## src/rtl/input_control_unit.sv

```systemverilog
// Input front-end: synchronizes and debounces the algorithm switches and zoom keys,
// decodes the algorithm selection and maintains the zoom level with its error flags.
module input_control_unit #(
    parameter int DEBOUNCE_CYCLES = 1_000_000,
    parameter int CNT_W           = 20
) (
    input  logic       clk,
    input  logic       reset,
    input  logic [3:0] sw,
    input  logic       key_zoom_in,
    input  logic       key_zoom_out,
    output logic [1:0] algorithm_select,
    output logic [2:0] zoom_level,
    output logic       invalid_zoom_error,
    output logic       multiple_switches_error,
    output logic       no_switch_selected_error,
    output logic       config_update
);

    localparam int              N_LINES    = 6;
    // Idle level of each line: switches off, keys released (active-low).
    localparam logic [N_LINES-1:0] IDLE_LINES = 6'b110000;
    localparam logic [CNT_W-1:0]   CNT_LAST   = CNT_W'(DEBOUNCE_CYCLES - 1);
    localparam logic [2:0]         ZOOM_1X    = 3'd2;

    logic [N_LINES-1:0] raw;
    logic [N_LINES-1:0] sync1;
    logic [N_LINES-1:0] sync2;
    logic [N_LINES-1:0] stable;
    logic [CNT_W-1:0]   cnt [N_LINES];
    logic [1:0]         key_d;

    logic [2:0] sw_count;
    logic [1:0] sw_index;
    logic       press_in;
    logic       press_out;
    logic [2:0] zoom_up;
    logic [2:0] zoom_dn;
    logic       upscale;
    logic       in_ok;
    logic       out_ok;

    assign raw = {key_zoom_out, key_zoom_in, sw};

    always_ff @(posedge clk) begin
        if (!reset) begin
            sync1  <= IDLE_LINES;
            sync2  <= IDLE_LINES;
            stable <= IDLE_LINES;
            key_d  <= IDLE_LINES[5:4];
            // NOTE: cnt is a small array of flops, not a RAM, so it is safe to clear in reset.
            for (int i = 0; i < N_LINES; i++) cnt[i] <= '0;
        end else begin
            // NOTE: non-blocking here so the sync chain shifts one stage per clock.
            sync1 <= raw;
            sync2 <= sync1;
            key_d <= stable[5:4];
            for (int i = 0; i < N_LINES; i++) begin
                if (sync2[i] != stable[i]) begin
                    if (cnt[i] == CNT_LAST) begin
                        stable[i] <= sync2[i];
                        cnt[i]    <= '0;
                    end else begin
                        cnt[i] <= cnt[i] + CNT_W'(1);
                    end
                end else begin
                    cnt[i] <= '0;
                end
            end
        end
    end

    // Press = debounced key falling edge; lasts exactly one cycle.
    assign press_in  = key_d[0] & ~stable[4];
    assign press_out = key_d[1] & ~stable[5];

    always_comb begin
        // NOTE: defaults first so no path through the loop leaves a latch behind.
        sw_count = '0;
        sw_index = '0;
        for (int i = 0; i < 4; i++) begin
            if (stable[i]) begin
                sw_count = sw_count + 3'd1;
                sw_index = 2'(i);
            end
        end
    end

    // Algorithms 0/1 scale up (levels 2..4); 2/3 scale down (levels 0..2).
    always_comb begin
        zoom_up = zoom_level + 3'd1;
        zoom_dn = zoom_level - 3'd1;
        upscale = ~algorithm_select[1];
        in_ok   = (zoom_up <= 3'd4) &&
                  (upscale ? (zoom_up > 3'd2) : (zoom_up <= 3'd2));
        out_ok  = (zoom_level != 3'd0) &&
                  (upscale ? (zoom_dn >= 3'd2) : (zoom_dn < 3'd2));
    end

    always_ff @(posedge clk) begin
        if (!reset) begin
            algorithm_select         <= 2'd0;
            zoom_level               <= ZOOM_1X;
            invalid_zoom_error       <= 1'b0;
            multiple_switches_error  <= 1'b0;
            no_switch_selected_error <= 1'b0;
            config_update            <= 1'b0;
        end else begin
            config_update            <= 1'b0;
            no_switch_selected_error <= (sw_count == 3'd0);
            multiple_switches_error  <= (sw_count > 3'd1);
            if (sw_count == 3'd1) begin
                if (sw_index != algorithm_select) begin
                    // Algorithm change wins over any coincident press.
                    algorithm_select   <= sw_index;
                    zoom_level         <= ZOOM_1X;
                    invalid_zoom_error <= 1'b0;
                    config_update      <= 1'b1;
                end else if (press_in && !press_out) begin
                    if (in_ok) begin
                        zoom_level         <= zoom_up;
                        invalid_zoom_error <= 1'b0;
                        config_update      <= 1'b1;
                    end else begin
                        invalid_zoom_error <= 1'b1;
                    end
                end else if (press_out && !press_in) begin
                    if (out_ok) begin
                        zoom_level         <= zoom_dn;
                        invalid_zoom_error <= 1'b0;
                        config_update      <= 1'b1;
                    end else begin
                        invalid_zoom_error <= 1'b1;
                    end
                end
            end
        end
    end

endmodule

```

## config.mk

```make
export PLATFORM = sky130hd
export DESIGN_NAME = input_control_unit
export DESIGN_NICKNAME = d
export VERILOG_FILES = /design/src/rtl/input_control_unit.sv
export SDC_FILE = /design/constraint.sdc
export NUM_CORES = 1
export LEC_CHECK = 0
export ABC_AREA = 1
export CORE_ASPECT_RATIO = 1.2
export CORE_MARGIN = 2
export CORE_UTILIZATION = 30
export CTS_CLUSTER_SIZE = 20
export DETAILED_ROUTE_END_ITERATION = 12
export HOLD_SLACK_MARGIN = 0.06
export PLACE_DENSITY = 0.48
export SLEW_MARGIN = 20
export SYNTH_ARGS = -nofsm -noshare
export SYNTH_HDL_FRONTEND = slang
export SYNTH_SLANG_ARGS = --single-unit
```

## constraint.sdc

```tcl
create_clock -name clk -period 2.9 [get_ports clk]
set_input_delay 0.58 -clock clk [delete_from_list [all_inputs] [get_ports clk]]
set_output_delay 0.58 -clock clk [all_outputs]
set_load 0.05 [all_outputs]
```

# After elaboration in Yosys (flattened, before gate mapping)
# Memory sizes are Yosys's and may differ from the RTL's.
# Cells that the tools add are included.
# totals
out_inout_bits,9
register_bits,29
ramBits,120
in_bits,8
memories,1
elab_cells,199
# classes
eq_ne,15
muxes,109
n_reduce_logical,20
order_cmp,6
bitwise,22
add_sub_neg,11
# mem_list
memory,depth,word_bits,rd,rd_clocked_by_memory_dff,write_ports,line_no,rtl
cnt,6,20,6,0,6,30,logic [CNT_W-1:0] cnt [N_LINES];
# ops
operator,count
2-to-1 mux 20 bit,18
adder 20 x 1 -> 20 bit (second input constant),6
== test 20 bit (second input constant),6
2-to-1 mux 1 bit,81
2-to-1 mux 3 bit,8
bitwise OR 1 bit,18
AND reduction 2 bit,9
adder 3 x 1 -> 3 bit (second input constant),4
nonzero test 3 bit,3
!= test 1 bit,6
logical AND 1 bit,4
2-to-1 mux 2 bit,2
AND reduction 4 bit,1
== test 3 x 1 -> 1 bit (second input constant),1
>= comparator 3 x 2 -> 1 bit (second input constant),1
greater-than comparator 3 x 1 -> 1 bit (second input constant),1
greater-than comparator 3 x 2 -> 1 bit (second input constant),1
<= comparator 3 x 2 -> 1 bit (second input constant),1
<= comparator 3 bit (second input constant),1
zero test 3 bit,1
less-than comparator 3 x 2 -> 1 bit (second input constant),1
!= test 3 bit (second input constant),1
subtractor 3 x 1 -> 3 bit (second input constant),1
AND 1 bit,2
other kinds (3),5

# Logic depth before layout (Yosys ltp)
# depth
depth_word,9
mapped_depth,14

# Worst setup path after synthesis
# No wires, ideal clock.
# synth_path
path_type,reg2reg
from,reg stable[1]
to,reg zoom_level[1]
slack_ps,794
required_time_ps,2767
arrival_ps,1972
n_path_buf,0
stages_incl_launch_ff,15
setup_time_ps,133
cell_sequence,dfxtp_1 -> inv_1 -> ha_1 -> inv_1 -> nand2_1 -> nand2_1 -> inv_1 -> ha_1 -> or2_1 -> nand2_2 -> nand3_4 -> nor2_8 -> nand2_1 -> nand2_1 -> nand3_1
# synth_via
elab_chain_cells,7
elab_cells_between_ends,15
cone_classes,2 x add/sub; 3 x eq/ne; 7 x mux; 3 x reduce/logical
# synth_lines
item,line_no,rtl
"start, declared",29,logic [N_LINES-1:0] stable;
"start signal, assigned by index",61,stable[i] <= sync2[i];
2-to-1 mux 3 bit,82,if (stable[i]) begin
adder 3 x 1 -> 3 bit,83,sw_count = sw_count + 3'd1;
2-to-1 mux 3 bit,82,
adder 3 x 1 -> 3 bit,83,
2-to-1 mux 3 bit,82,
== test 3 x 1 -> 1 bit,112,if (sw_count == 3'd1) begin
AND reduction 4 bit (no line),n/a,
"end signal, assigned",121,zoom_level <= zoom_up;
"end signal, assigned",129,zoom_level <= zoom_dn;
"end, declared",13,"output logic [2:0] zoom_level,"
# Parallel ways exist; a longest one is shown, timed or not.
# A chain may end at the register's enable or synchronous reset.

# Final worst setup path
# layout_path
from,reg algorithm_select[1]
to,out algorithm_select[1]
# layout_lines
item,line_no,rtl
"start, declared",12,"output logic [1:0] algorithm_select,"
"start signal, assigned",115,algorithm_select <= sw_index;
# No word-level cell between the ends.

==> results.cfg <==
[status]
status = complete, no violations

[floorplan]
die_x_um = 157
num_io_pins = 17
design.die.area_um2 = 29500
rows = 67
coreArea_um2 = 27800
die_h_um = 188
initial_core_util_pct = 30.3

[timing]
max_freq_mhz = 427
finalHoldViolCount = 0
setup_tns_ns = 0
worst_slew_pin_slew_ns = 0.683
setup_viol_count_final = 0
min_period_ns = 2.34
slew-limit-headroom_pct = 54.4
skew_ns = 0.0132
min_period_over_period_pct = 80.8
rsz0062_at_grt = no
slew_viol_final = 0

[placement]
hpwl_mm = 12.4
port_buffers = 16
dpl.cell_count = 1508
gp_congestion = 0.822

[clocking]
postCtsHoldBufs = 0
ctsResizeCount = 0
cts_setup_buffers = 0
clkLatencyLatePin_ns = 0.43
htree_num_levels = 4
clk_path_buf_depth = 2
cts_made_buffers = 17
cts_root_buf = clkbuf_16
cts_tree = done
clkSinkCount = 149
clkTransAtPathRegs_ns = 0.06

[critical_path]
critPathArrivalTime_ns = 1.76
cp_top_family = buffers and inverters
path_cells = clkdlybuf4s50_1
crit_buf_inv = 1
endpoint_kind = primary output
start_kind = flip-flop
critPathSlowestCell = clkdlybuf4s50_1
cpPeakStageDelay_ns = 0.89
path_class = flip-flop to primary output
reg2reg_slack_ns = 0.59
crit_fanout = 7
crit_required_ns = 2.32

[routing]
via_per_inst = 4.28
ant_nets = 0
post-route-drc-count = 0
routed_wl_mm = 16.7
via_count = 6588
drt_iter0_markers = 338
detail_route.wl_per_cell_um = 10.9
dr.pass1.iters = 5

[run]
drv_cap = 0

[power]
power.leakage_nw = 4.09
peakVddDrop_mv = 0.349
p_total_w = 0.00501
p_per_area_nw_per_um2 = 494

[layout]
drive_above_1_share_pct = 8.79
fin_cells = 1540
fill_cells = 2975
diodes = 0
area_growth_pct = 19.9
utilization_pct = 36.4
fin_nets = 1169

[yosys]
synth_warnings = 0
syn_area_per_cell_um2 = 8.43
synth_largest_area_cell = edfxtp_1
synth-main-ff-cell = edfxtp_1
syn_inst = 1002
synth_top_area_share_pct = 42.7
synthesis.area_um2 = 8440
synth.most_common_cell = nand2_1
ys_ff_latch = 149
ys_types = 44
synth_common_cells = 196 x nand2_1, 146 x nor2_1, 122 x inv_1
synth_edf_count = 120
yosysSeqAreaShare_pct = 49.5
async_reset_ff_share_pct = 0
synth.top_cells.by_area = edfxtp_1 43%, nand2_1 8.7%, dfxtp_1 6.9%, nor2_1 6.5%, inv_1 5.4%

[worst_hold_path]
min_path_type = flip-flop to flip-flop

[global_routing]
antenna_found_initial = 0
grt_pass1_wl_mm = 29.0
grt_usage_pct = 12.2
grt_max_degree = 21
overflow = 0
grt_pass1_vias = 6218
## final cells by class
cell class              instances  area, um^2  share of cell area (%)
clock buffers                  20         457                    4.51
flip-flops and latches        149        4180                    41.3
multi-input cells             826        4140                    40.9
repair buffers                 23         213                    2.10
clock inverters                12         166                    1.64
well taps                     379         474                    4.68
inverters                     131         492                    4.86
## metal layers
| metal | share of wire, % | track usage [%] |
|---|---|---|
| met1 | 48 | 16.0 |
| met3 | 2.5 | 2.57 |
| met2 | 47 | 19.6 |
| met5 | 0 | 0 |
| met4 | 2.0 | 4.97 |
## layout by cell type, fill, tap and decap left out, types with 17 or more instances in the layout
master	n
a21oi_1	49
clkbuf_16	17
conb_1	120
dfxtp_1	29
edfxtp_1	120
inv_1	122
nand2_1	196
nand3_1	61
nand4_1	32
nor2_1	146
nor3_1	50
o21ai_0	19
xor2_1	26
## logic make-up (layout without fill, tap and decap cells)
kind of cell / Yosys count / count (layout) / synth area share, %
flip-flops: 149 / 149 / 49.5
XOR/XNOR: 40 / 40 / 4.37
buffers and inverters: 146 / 186 / 6.74
AO/OA/AOI/OAI: 79 / 79 / 4.89
adder cells (fa/ha/maj): 13 / 13 / 1.93
AND/OR/NAND/NOR: 574 / 574 / 32.5
other: 1 / 120 / 0.0444
## worst paths after layout
kind | depth (start not counted) | endpoint | from
worst max-delay path | 1 | algorithm_select[1] | algorithm_select[1]
worst min register to register | 1 | sync2[5] | sync1[5]
worst min-delay path | 1 | sync2[5] | sync1[5]
worst max register to register | 6 | cnt[0][15] | cnt[0][0]
## report_power, final
group | internal [W] | total (W) | switching, W | leakage, nW
combinational | 0.0000684 | 0.000198 | 0.000130 | 2.32
sequential | 0.00239 | 0.00247 | 0.0000783 | 1.47
clock | 0.00142 | 0.00234 | 0.000924 | 0.298
## through the flow
step | cell area [um^2] | hold WS (ns) | worst slack [ns]
global route | 10100 | 0.437 | 0.329
global placement | 9500 | 0.393 | 0.297
CTS | 10100 | 0.411 | 0.506
detailed placement | 9500 | 0.397 | 0.232
floorplan | 8890 | 0.390 | 0.794
finish | 10100 | 0.411 | 0.556
## sequential cells by signal, indices dropped and copies added, names as in the netlist
register / count
algorithm_select: 2
cnt: 120
config_update: 1
invalid_zoom_error: 1
key_d: 2
multiple_switches_error: 1
no_switch_selected_error: 1
stable: 6
sync1: 6
sync2: 6
zoom_level: 3
(Power assumes the default switching activity.)
